$ cat src/rtl/instruction_loader.sv
// instruction_loader: receives a program as a byte stream and writes it into
// the instruction RAM as 32-bit words (MSB first). Stream = count byte,
// N words, then an XOR checksum byte. The CPU is held in reset while a load
// is in progress and stays held if the checksum does not match.
module instruction_loader #(
  parameter int ADDR_WIDTH = 8,
  parameter int DEPTH      = 256   // must equal 2**ADDR_WIDTH
) (
  input  logic                  clock,
  input  logic                  reset,
  input  logic                  load_start,
  input  logic                  byte_valid,
  input  logic [7:0]            byte_data,
  output logic                  byte_ready,
  output logic                  mem_we,
  output logic [ADDR_WIDTH-1:0] mem_addr,
  output logic [31:0]           mem_wdata,
  output logic                  cpu_hold,
  output logic                  busy,
  output logic                  load_done,
  output logic                  load_error
);

  // Remaining-word counter is one bit wider so a count byte of 0 can mean DEPTH.
  localparam int CNT_W = ADDR_WIDTH + 1;

  typedef enum logic [2:0] {
    IDLE,
    COUNT,
    DATA,
    WRITE,
    CHECK,
    DONE,
    ERROR
  } state_t;

  state_t                state_reg, state_next;
  logic [CNT_W-1:0]      remaining_reg, remaining_next;
  logic [1:0]            index_reg, index_next;
  logic [7:0]            checksum_reg, checksum_next;
  logic [31:0]           word_reg, word_next;
  logic [ADDR_WIDTH-1:0] addr_reg, addr_next;
  logic [ADDR_WIDTH-1:0] mem_addr_reg, mem_addr_next;
  logic [31:0]           mem_wdata_reg, mem_wdata_next;

  // State and datapath registers; reset returns to IDLE with everything cleared.
  always_ff @(posedge clock or posedge reset) begin
    if (reset) begin
      state_reg     <= IDLE;
      remaining_reg <= '0;
      index_reg     <= '0;
      checksum_reg  <= '0;
      word_reg      <= '0;
      addr_reg      <= '0;
      mem_addr_reg  <= '0;
      mem_wdata_reg <= '0;
    end else begin
      state_reg     <= state_next;
      remaining_reg <= remaining_next;
      index_reg     <= index_next;
      checksum_reg  <= checksum_next;
      word_reg      <= word_next;
      addr_reg      <= addr_next;
      mem_addr_reg  <= mem_addr_next;
      mem_wdata_reg <= mem_wdata_next;
    end
  end

  // Write port holds the last written address/data between writes.
  assign mem_addr  = mem_addr_reg;
  assign mem_wdata = mem_wdata_reg;

  // Next-state logic and state-decoded outputs.
  always_comb begin
    state_next     = state_reg;
    remaining_next = remaining_reg;
    index_next     = index_reg;
    checksum_next  = checksum_reg;
    word_next      = word_reg;
    addr_next      = addr_reg;
    mem_addr_next  = mem_addr_reg;
    mem_wdata_next = mem_wdata_reg;
    byte_ready     = 1'b0;
    mem_we         = 1'b0;
    cpu_hold       = 1'b0;
    busy           = 1'b0;
    load_done      = 1'b0;
    load_error     = 1'b0;

    // Output decode depends only on the current state.
    case (state_reg)
      COUNT, DATA, CHECK: begin
        byte_ready = 1'b1;
        cpu_hold   = 1'b1;
        busy       = 1'b1;
      end
      WRITE: begin
        mem_we   = 1'b1;
        cpu_hold = 1'b1;
        busy     = 1'b1;
      end
      DONE:    load_done = 1'b1;
      ERROR: begin
        load_error = 1'b1;
        cpu_hold   = 1'b1;
      end
      default: ;
    endcase

    // load_start restarts from any state and takes priority over a byte
    // arriving in the same cycle; a WRITE in progress still completes.
    if (load_start) begin
      state_next     = COUNT;
      remaining_next = '0;
      index_next     = '0;
      checksum_next  = '0;
      word_next      = '0;
      addr_next      = '0;
    end else begin
      case (state_reg)
        COUNT: begin
          if (byte_valid) begin
            remaining_next = (byte_data == 8'd0) ? CNT_W'(DEPTH) : CNT_W'(byte_data);
            checksum_next  = checksum_reg ^ byte_data;
            index_next     = '0;
            state_next     = DATA;
          end
        end
        DATA: begin
          if (byte_valid) begin
            word_next     = {word_reg[23:0], byte_data};
            checksum_next = checksum_reg ^ byte_data;
            index_next    = index_reg + 2'd1;
            if (index_reg == 2'd3) begin
              // Latch the write port now so mem_we lines up with WRITE.
              mem_addr_next  = addr_reg;
              mem_wdata_next = {word_reg[23:0], byte_data};
              state_next     = WRITE;
            end
          end
        end
        WRITE: begin
          addr_next      = addr_reg + ADDR_WIDTH'(1);
          remaining_next = remaining_reg - CNT_W'(1);
          state_next     = (remaining_reg == CNT_W'(1)) ? CHECK : DATA;
        end
        CHECK: begin
          if (byte_valid) begin
            state_next = (byte_data == checksum_reg) ? DONE : ERROR;
          end
        end
        default: ;
      endcase
    end
  end

endmodule

$ cat config.mk
export PLATFORM = sky130hd
export DESIGN_NAME = instruction_loader
export DESIGN_NICKNAME = d
export VERILOG_FILES = /design/src/rtl/instruction_loader.sv
export SDC_FILE = /design/constraint.sdc
export NUM_CORES = 1
export LEC_CHECK = 0
export ABC_AREA = 1
export ABC_CLOCK_PERIOD_IN_PS = 6100
export CORE_ASPECT_RATIO = 1.2
export CORE_MARGIN = 5
export CORE_UTILIZATION = 40
export CTS_CLUSTER_DIAMETER = 50
export DETAILED_ROUTE_END_ITERATION = 8
export PLACE_DENSITY_LB_ADDON = 0.08
export SYNTH_ARGS = -nofsm -noshare
export SYNTH_HDL_FRONTEND = slang
export SYNTH_SLANG_ARGS = --single-unit
$ cat constraint.sdc
create_clock -name clock -period 6.1 [get_ports clock]
set_clock_uncertainty 0.1 [all_clocks]
set_input_delay 0.61 -clock clock [delete_from_list [all_inputs] [get_ports clock]]
set_output_delay 0.61 -clock clock [all_outputs]
set_load 0.03 [all_outputs]
==> After elaboration in Yosys (flattened, before gate mapping) <==
Cells that the tools add are included.
{ "word_totals": {"input_bits": 12, "out_inout_bits": 46, "reg_bits": 94, "elab_cells": 74} }
{ "classes": {"reduce_logical": 18, "mux": 30, "n_eq_ne": 13, "addsub": 3, "n_bitwise": 2} }
{ "op_table": {"columns": ["operator", "count"], "rows": [
  ["2-to-1 mux 24 bit", 3],
  ["2-to-1 mux 8 bit", 5],
  ["2-to-1 mux 9 bit", 3],
  ["2-to-1 mux 3 bit", 6],
  ["case mux 9 bit (2 select lines)", 1],
  ["inequality test 3 bit, second input constant", 4],
  ["case mux 3 bit (4 select lines)", 1],
  ["equality test 3 bit, second input constant", 3],
  ["equality test 9 x 1 -> 1 bit, second input constant", 1],
  ["subtractor 9 x 1 -> 9 bit, second input constant", 1],
  ["adder 8 x 1 -> 8 bit, second input constant", 1],
  ["equality test 8 bit", 1],
  ["zero test 8 bit", 1],
  ["2-to-1 mux 2 bit", 4],
  ["nonzero test 2 bit", 4],
  ["XOR 8 bit", 1],
  ["equality test 3 x 2 -> 1 bit, second input constant", 2],
  ["2-to-1 mux 1 bit", 6],
  ["AND reduction 2 bit", 3],
  ["nonzero test 3 bit", 2],
  ["AND reduction 5 bit", 1],
  ["nonzero test 5 bit", 1],
  ["OR reduction 5 bit", 1],
  ["case mux 2 bit (2 select lines)", 1],
  ["other kinds (9)", 9]
]} }

==> Depth between registers and ports, before layout <==
Gate-level depths: netlist of run 1.
{ "logic_depth": {"depth_word": 5, "mapped_depth": 10, "depth_no_buf": 10} }

==> Least setup slack after synthesis of run 1 <==
OpenSTA, ideal clock, no wires.
{ "synth_timing": {"kind": "register to output", "startpoint": "reg state_reg[1]", "endpoint": "out load_done", "stages_incl_launch_ff": 3, "setup_slack_ns": 4.184, "t_arrival_ns": 1.206, "cell_sequence": "dfrtp_1 -> buf_4 -> nor3_1"} }
{ "synth_between": {"elab_chain_cells": 2} }
{ "synth_rtl": {"columns": ["element", "line", "rtl"], "rows": [
  ["start, declared", "37", "state_t state_reg, state_next;"],
  ["start signal, assigned", "58", "state_reg <= state_next;"],
  ["equality test 3 bit", "91", "case (state_reg)"],
  ["2-to-1 mux 1 bit", "91", null],
  ["end, declared", "20", "output logic load_done,"]
]} }
Every way passes these cells.

==> Final worst setup path of run 1 <==
{ "layout_timing": {"startpoint": "reg state_reg[1]", "endpoint": "out mem_we"} }
{ "layout_between": {"elab_chain_cells": 2} }
{ "layout_rtl": {"columns": ["element", "line", "rtl"], "rows": [
  ["equality test 3 x 2 -> 1 bit", "91", null],
  ["2-to-1 mux 1 bit", "91", null],
  ["end, declared", "15", "output logic mem_we,"]
]} }
Every way passes these cells.

==> key figures, run 1 <==
STA
  • Fin Setup TNS: 0 ps
  • Final setup fails: 0
  • FMAX: 0.330 GHz
  • Final period util: 49.7%
  • Clock period minus worst slack: 3030 ps
  • Slew @ Worst Pin: 993 ps
  • Pins Over Slew Limit: 0
  • Hold Fails Final Rpt: 0
  • Unrepaired setup endpoints after global routing: no
  • Slew headroom: 33.8%

Floorplanning
  • Core Box Area: 0.0106 sq mm
  • IO Pins: 58
  • Chip height: 124 um
  • Die Width: 105 um
  • Initial Util: 41.2%
  • Row Count: 41
  • Full die area: 0.0131 sq mm

Run
  • Max-Cap Viols: 0

GRT
  • Gr ovfl total: 0
  • Vias in the first global route: 3527
  • Met2 Track Usage GR: 23.6%
  • Pin count of the biggest net entering global routing: 81
  • First-pass GRT wire length: 17000 um
  • Grt met1 use: 21.8%
  • GR Util met3: 2.80%
  • Initial antenna violation count: 0
  • GRT Max-Usage Layer: met2
  • GRT Util Overall: roughly 16%

Logic synthesis
  • Yosys top cell area share: a little over half
  • Mean post-synth cell area: approximately 8.4 sq um
  • Cell taking the most area after synthesis: dfrtp_1
  • Synth top area cells: dfrtp_1, nand2_1, inv_1
  • Post-Synth Adder-Cell Area: around 1.2%
  • XOR/XNOR share of the synthesized area: 0%
  • Multiplexer share of the synthesized area: 0.230%
  • Syn_nets: 532
  • Synth Area in Compound Gates: a little over an eighth
  • Cell variety after synth: 31
  • Synth Area in Simple Gates: roughly 22%
  • Synthesized area: ~0.0043 sq mm
  • Cell count after synthesis: about 520
  • Ys Warns: 0
  • #FFs+latches synth: 94
  • Largest family of logic cells by synthesized area: simple AND/OR/NAND/NOR gates
  • Register area share after synthesis: 54.1%

Clock network
  • # resized after CTS: 0
  • Hold-fix buffers, CTS: 0
  • CTS tree: yes
  • Clk root buf: clkbuf_16
  • Setup repair bufs after CTS: 0
  • Clock transition at the registers of the reported paths: 60 ps
  • Total CTS buffers: 9
  • Number of H-tree levels: 3
  • Clock Sink Count: 94
  • Clk buf depth: 2
  • Clock Latency Late Sink: 340 ps

Power
  • Peak supply drop: 0.000220 V
  • P_leak: 2.39 nW
  • Pwr dens: 335 mW/mm^2
  • Total Power: around 1.8 mW

Cells and area
  • Nets: roughly 580
  • Layout cells sized above 1: 6.83%
  • Commonest non-fill, non-tap cell in the layout: nand2_1
  • Largest register FFs: 32
  • Multi-input logic area: 0.00159 sq mm
  • Most frequent cells in the layout: nand2_1, dfrtp_1, inv_1, clkdlybuf4s50_1, o21ai_1
  • Fillers: 1030
  • Register area: 0.00235 sq mm
  • Antenna cells: 0
  • P&R area growth vs syn: 22.1%

Placement
  • Placer Congestion: just over 0.8
  • HPWL after detailed placement: 6670 um
  • Count of input and output buffers: 57

Worst setup path
  • CP endpoint kind: output port
  • Startpoint types: register
  • FF-to-FF Start: state_reg[0]$_DFFE_PP0P_
  • CP Class: register to output port
  • R2R depth: 7
  • Crit path launch: state_reg[1]$_DFFE_PP0P_
  • Crit path DAT: 2320 ps
  • WP data required: roughly 5400 ps
  • CP endpoint: mem_we
  • Max FO, Critical Path: 20
  • Reg2Reg Capture Point: mem_wdata[1]$_DFFE_PP0P_
  • R2r setup slk: roughly 4000 ps

Min path
  • HP Class: register to register
  • Hold path cells: 2

Route
  • Vias/cell: about 5.0
  • Routed Antenna Nets: 0
  • Post-DR wirelength/cell: 13.7 um
  • Router iterations before antenna repair: 4
  • Vias: 3486
  • Post-route DRC: 0
  • Total routed wirelength: 9620 um
  • DR iter-0 viols: 168

Run status
  • Status: completed
-- routing by layer --
layer  part of all wire (%)  vias to the layer above
li1                       -                     1778
met4                    2.5                        0
met3                    4.6                       18
met1                     48                     1623
met2                     44                       67
met5                      0                        -
-- stage by stage --
step	utilization [%]	setup WS (ps)	cell area [sq um]	std cells	hold WS [ps]
2_1_floorplan	-	2940	4350	516	357
3_3_place_gp	47.2	3430	4980	684	364
3_5_place_dp	47.2	3390	4980	684	375
4_1_cts	50.2	3050	5310	700	392
5_1_grt	50.2	2930	5310	700	407
6_report	50.2	3070	5310	700	383
-- Yosys cell counts, drive strengths merged --
library cell  count
a21oi             5
buf              19
clkbuf            1
clkinv            1
dfrtp            94
ha                4
inv              78
mux2i             1
nand2           125
nand3            45
nand3b            1
nand4            14
nor2             21
nor3              4
o2111ai           1
o211ai            3
o21a              1
o21ai            90
o22ai             7
or2               1
-- how the worst min path moves through the flow --
stage | slack (ps) | startpoint | to
finish | 380 | mem_wdata[25]$_DFFE_PP0P_ | mem_wdata[25]$_DFFE_PP0P_
global route | 410 | mem_wdata[15]$_DFFE_PP0P_ | mem_wdata[15]$_DFFE_PP0P_
CTS | 390 | mem_wdata[26]$_DFFE_PP0P_ | mem_wdata[26]$_DFFE_PP0P_
detailed placement | 380 | mem_wdata[26]$_DFFE_PP0P_ | mem_wdata[26]$_DFFE_PP0P_
global placement | 360 | mem_wdata[25]$_DFFE_PP0P_ | mem_wdata[25]$_DFFE_PP0P_
floorplan | 360 | index_reg[0]$_DFFE_PP0P_ | index_reg[0]$_DFFE_PP0P_
-- cells by family (layout without fill, tap and decap cells) --
family          after synthesis  in the layout
compound gates              107            107
flops                        94             94
buf+inv                      99            154
fa+ha+maj                     4              4
simple gates                211            211
mux                           1              1
-- where the power goes --
part           switching (mW)  total (mW)  internal [mW]
combinational           0.300       0.438          0.138
sequential             0.0458       0.728          0.683
clock                   0.239       0.611          0.371
total                   0.584        1.78           1.19
-- final cells by class --
class / instances / area share (%)
Inverter: 79 / 5.63
Tap cell: 129 / 3.04
Timing Repair Buffer: 59 / 11.0
Sequential cell: 94 / 44.3
Clock inverter: 5 / 1.53
Clock buffer: 11 / 4.57
Multi-Input combinational cell: 323 / 29.9
-- critical path, stage by stage (launching register included) --
cell and delay (ps):
dfrtp_1 520, nand3_2 300, inv_2 410, clkdlybuf4s50_1 760
No activity file was read; power rests on OpenSTA's default activity.
==> run 2, diff against run 1 <==
--- a/config.mk
+++ b/config.mk
@@ -6,7 +6,7 @@
 export NUM_CORES = 1
 export LEC_CHECK = 0
 export ABC_AREA = 1
-export ABC_CLOCK_PERIOD_IN_PS = 6100
+export ABC_CLOCK_PERIOD_IN_PS = 2430
 export CORE_ASPECT_RATIO = 1.2
 export CORE_MARGIN = 5
 export CORE_UTILIZATION = 40
==> constraint.sdc (replaced) <==
create_clock -name clock -period 2.43 [get_ports clock]
set_clock_uncertainty 0.1 [all_clocks]
set_input_delay 0.243 -clock clock [delete_from_list [all_inputs] [get_ports clock]]
set_output_delay 0.243 -clock clock [all_outputs]
set_load 0.03 [all_outputs]
==> run 2 against run 1 <==
Flip-flop and latch count did not move. Via count rose by 0.66%. Die area did not move. Worst hold slack got worse by 140 ps. Worst setup slack got worse by 2900 ps. Power rose by 140%. Combinational power rose to 2.6 times the previous value. Global-route usage rose by 0.39 points. Wire length rose by 3.1%. First-iteration DRC count fell by 20%.
==> key figures, run 2 (same netlist as run 1, synthesis figures left out) <==
Route
  • DR iter-0 viols: 135 (-20%)
  • Vias: 3509 (+0.66%)
  • Routed Antenna Nets: 0 (unchanged)
  • Post-DR wirelength/cell: 14.0 um (+2.2%)
  • Total routed wirelength: 9920 um (+3.1%)
  • Vias/cell: 4.97 (-0.20%)
  • Post-route DRC: 0 (unchanged)
  • Router iterations before antenna repair: 4 (unchanged)

STA
  • Hold Fails Final Rpt: 0 (unchanged)
  • Final period util: 94.4%
  • Pins Over Slew Limit: 0 (unchanged)
  • Slew @ Worst Pin: 654 ps (-339 ps)
  • FMAX: 0.436 GHz
  • Unrepaired setup endpoints after global routing: no
  • Slew headroom: 56.3% (+23 points)
  • Clock period minus worst slack: 2290 ps
  • Fin Setup TNS: 0 ps (unchanged)
  • Final setup fails: 0 (unchanged)

Worst setup path
  • Startpoint types: register
  • CP endpoint kind: output port
  • WP data required: 2090 ps (-3300 ps)
  • Max FO, Critical Path: 8 (-60%)
  • CP Class: register to output port
  • Crit path DAT: 1950 ps (-370 ps)

Placement
  • Area after DPL: 0.00507 sq mm (+1.8%)
  • HPWL after detailed placement: 7070 um (+6.0%)
  • Placer Congestion: 0.848 (+2.3%)
  • Count of input and output buffers: 57 (unchanged)

Floorplanning
  • Full die area: 0.0131 sq mm (unchanged)
  • Initial Util: 41.2% (unchanged)
  • IO Pins: 58 (unchanged)
  • Core Box Area: 0.0106 sq mm (unchanged)
  • Chip height: 124 um (unchanged)
  • Row Count: 41 (unchanged)
  • Die Width: 105 um (unchanged)

Cells and area
  • Antenna cells: 0 (unchanged)
  • Commonest non-fill, non-tap cell in the layout: nand2_1
  • P&R area growth vs syn: 22.6%
  • Largest register FFs: 32 (unchanged)
  • Most frequent cells in the layout: nand2_1, dfrtp_1, inv_1, clkdlybuf4s50_1, o21ai_1
  • Fin area: 0.00533 sq mm (+0.42%)
  • Final core occ: 50.4% (+0.21 points)
  • Nets: 590 (+1.4%)
  • Fillers: 1037 (+0.68%)
  • Layout cells sized above 1: 7.63% (+0.80 points)

Clock network
  • Clock Sink Count: 94 (unchanged)
  • Clock transition at the registers of the reported paths: 60 ps (about the same)
  • Number of H-tree levels: 3 (unchanged)
  • Clk buf depth: 2 (unchanged)
  • Total CTS buffers: 9 (unchanged)
  • Hold-fix buffers, CTS: 0 (unchanged)
  • Clock Latency Late Sink: 330 ps (about the same)
  • CTS tree: yes
  • Clk root buf: clkbuf_16

Power
  • Peak supply drop: 0.000396 V (+80%)
  • P_leak: 2.42 nW (+1.1%)
  • Pwr dens: 793 mW/mm^2 (+140%)
  • Total Power: 4.23 mW (+140%)

Run
  • Max-Cap Viols: 0 (unchanged)

GRT
  • Initial antenna violation count: 0 (unchanged)
  • First-pass GRT wire length: 17200 um (+1.4%)
  • Vias in the first global route: 3455 (-2.0%)
  • Gr ovfl total: 0 (unchanged)
  • Pin count of the biggest net entering global routing: 49 (-40%)
  • GRT Util Overall: 16.0% (+0.39 points)

Run status
  • Status: completed

Min path
  • HP Class: input pin to async pin
[run 2: cell types whose count changed in the layout (fill, tap and decap cells not counted), sizes merged]
cell	delta
buf	+8
inv	-1
dlymetal6s2s	+1
bufinv	-2
clkbuf	+1
clkdlybuf4s50	-1
[run 2: final cells by class]
| type | instances | area, sq um | share of cell area [%] |
|---|---|---|---|
| Sequential cell | 94 | 2350 | 44.1 |
| Multi-Input combinational cell | 323 | 1590 | 29.8 |
| Timing Repair Buffer | 67 | 673 | 12.6 |
| Inverter | 79 | 302 | 5.66 |
| Clock buffer | 12 | 246 | 4.62 |
| Tap cell | 129 | 161 | 3.03 |
| Clock inverter | 2 | 10.0 | 0.188 |
[run 2: per-layer routing]
| metal | up-vias | track usage [%] | routed length [um] |
|---|---|---|---|
| met5 | - | 0 | 0 |
| met4 | 0 | 5.72 | 197 |
| met3 | 13 | 3.68 | 390 |
| met2 | 64 | 24.2 | 4480 |
| met1 | 1642 | 22.3 | 4850 |
| li1 | 1790 | - | - |
[run 2: worst max-delay path, cell delays in order (launching register included)]
cell and delay (ps):
dfrtp_1 480, nor2_1 140, nand2_1 160, nand3_1 160, clkdlybuf4s50_1 680
[run 2: per-stage QoR]
| stage | hold WS, ps | worst slack (ps) | std cells |
|---|---|---|---|
| 6_report | 247 | 137 | 706 |
| 5_1_grt | 302 | 7.02 | 706 |
| 4_1_cts | 265 | 109 | 706 |
| 3_5_place_dp | 372 | 483 | 692 |
| 3_3_place_gp | 368 | 507 | 692 |
| 2_1_floorplan | 296 | 860 | 516 |
[run 2: final timing paths]
path | from | end | slack (ps) | depth (start not counted)
worst max-delay path | state_reg[1]$_DFFE_PP0P_ | busy | 140 | 4
worst min-delay path | reset | mem_wdata[26]$_DFFE_PP0P_ | 250 | 2
worst max register to register | state_reg[2]$_DFFE_PP0P_ | remaining_reg[4]$_DFFE_PP0P_ | 750 | 7
worst min register to register | mem_wdata[23]$_DFFE_PP0P_ | mem_wdata[23]$_DFFE_PP0P_ | 380 | 2
max in group asynchronous | reset | remaining_reg[1]$_DFFE_PP0P_ | 1390 | 3
min in group clock | mem_wdata[23]$_DFFE_PP0P_ | mem_wdata[23]$_DFFE_PP0P_ | 380 | 2
[run 2: report_power, final]
| group | total [mW] | switching [mW] | internal [mW] |
|---|---|---|---|
| clock network | 1.25 | 0.547 | 0.707 |
| registers | 1.82 | 0.110 | 1.71 |
| logic | 1.15 | 0.770 | 0.379 |
| total | 4.23 | 1.43 | 2.80 |
[run 2: repair_timing]
item,CTS,global route
resized for setup,0,1
buffers inserted,0,0
setup endpoints to repair,0,1
==> run 3, diff against run 2 <==
--- a/config.mk
+++ b/config.mk
@@ -13,6 +13,7 @@
 export CTS_CLUSTER_DIAMETER = 50
 export DETAILED_ROUTE_END_ITERATION = 8
 export PLACE_DENSITY_LB_ADDON = 0.08
+export SLEW_MARGIN = 40
 export SYNTH_ARGS = -nofsm -noshare
 export SYNTH_HDL_FRONTEND = slang
 export SYNTH_SLANG_ARGS = --single-unit
==> results of run 3 <==
The final DEF is identical to that of run 2; final timing and power are the same.
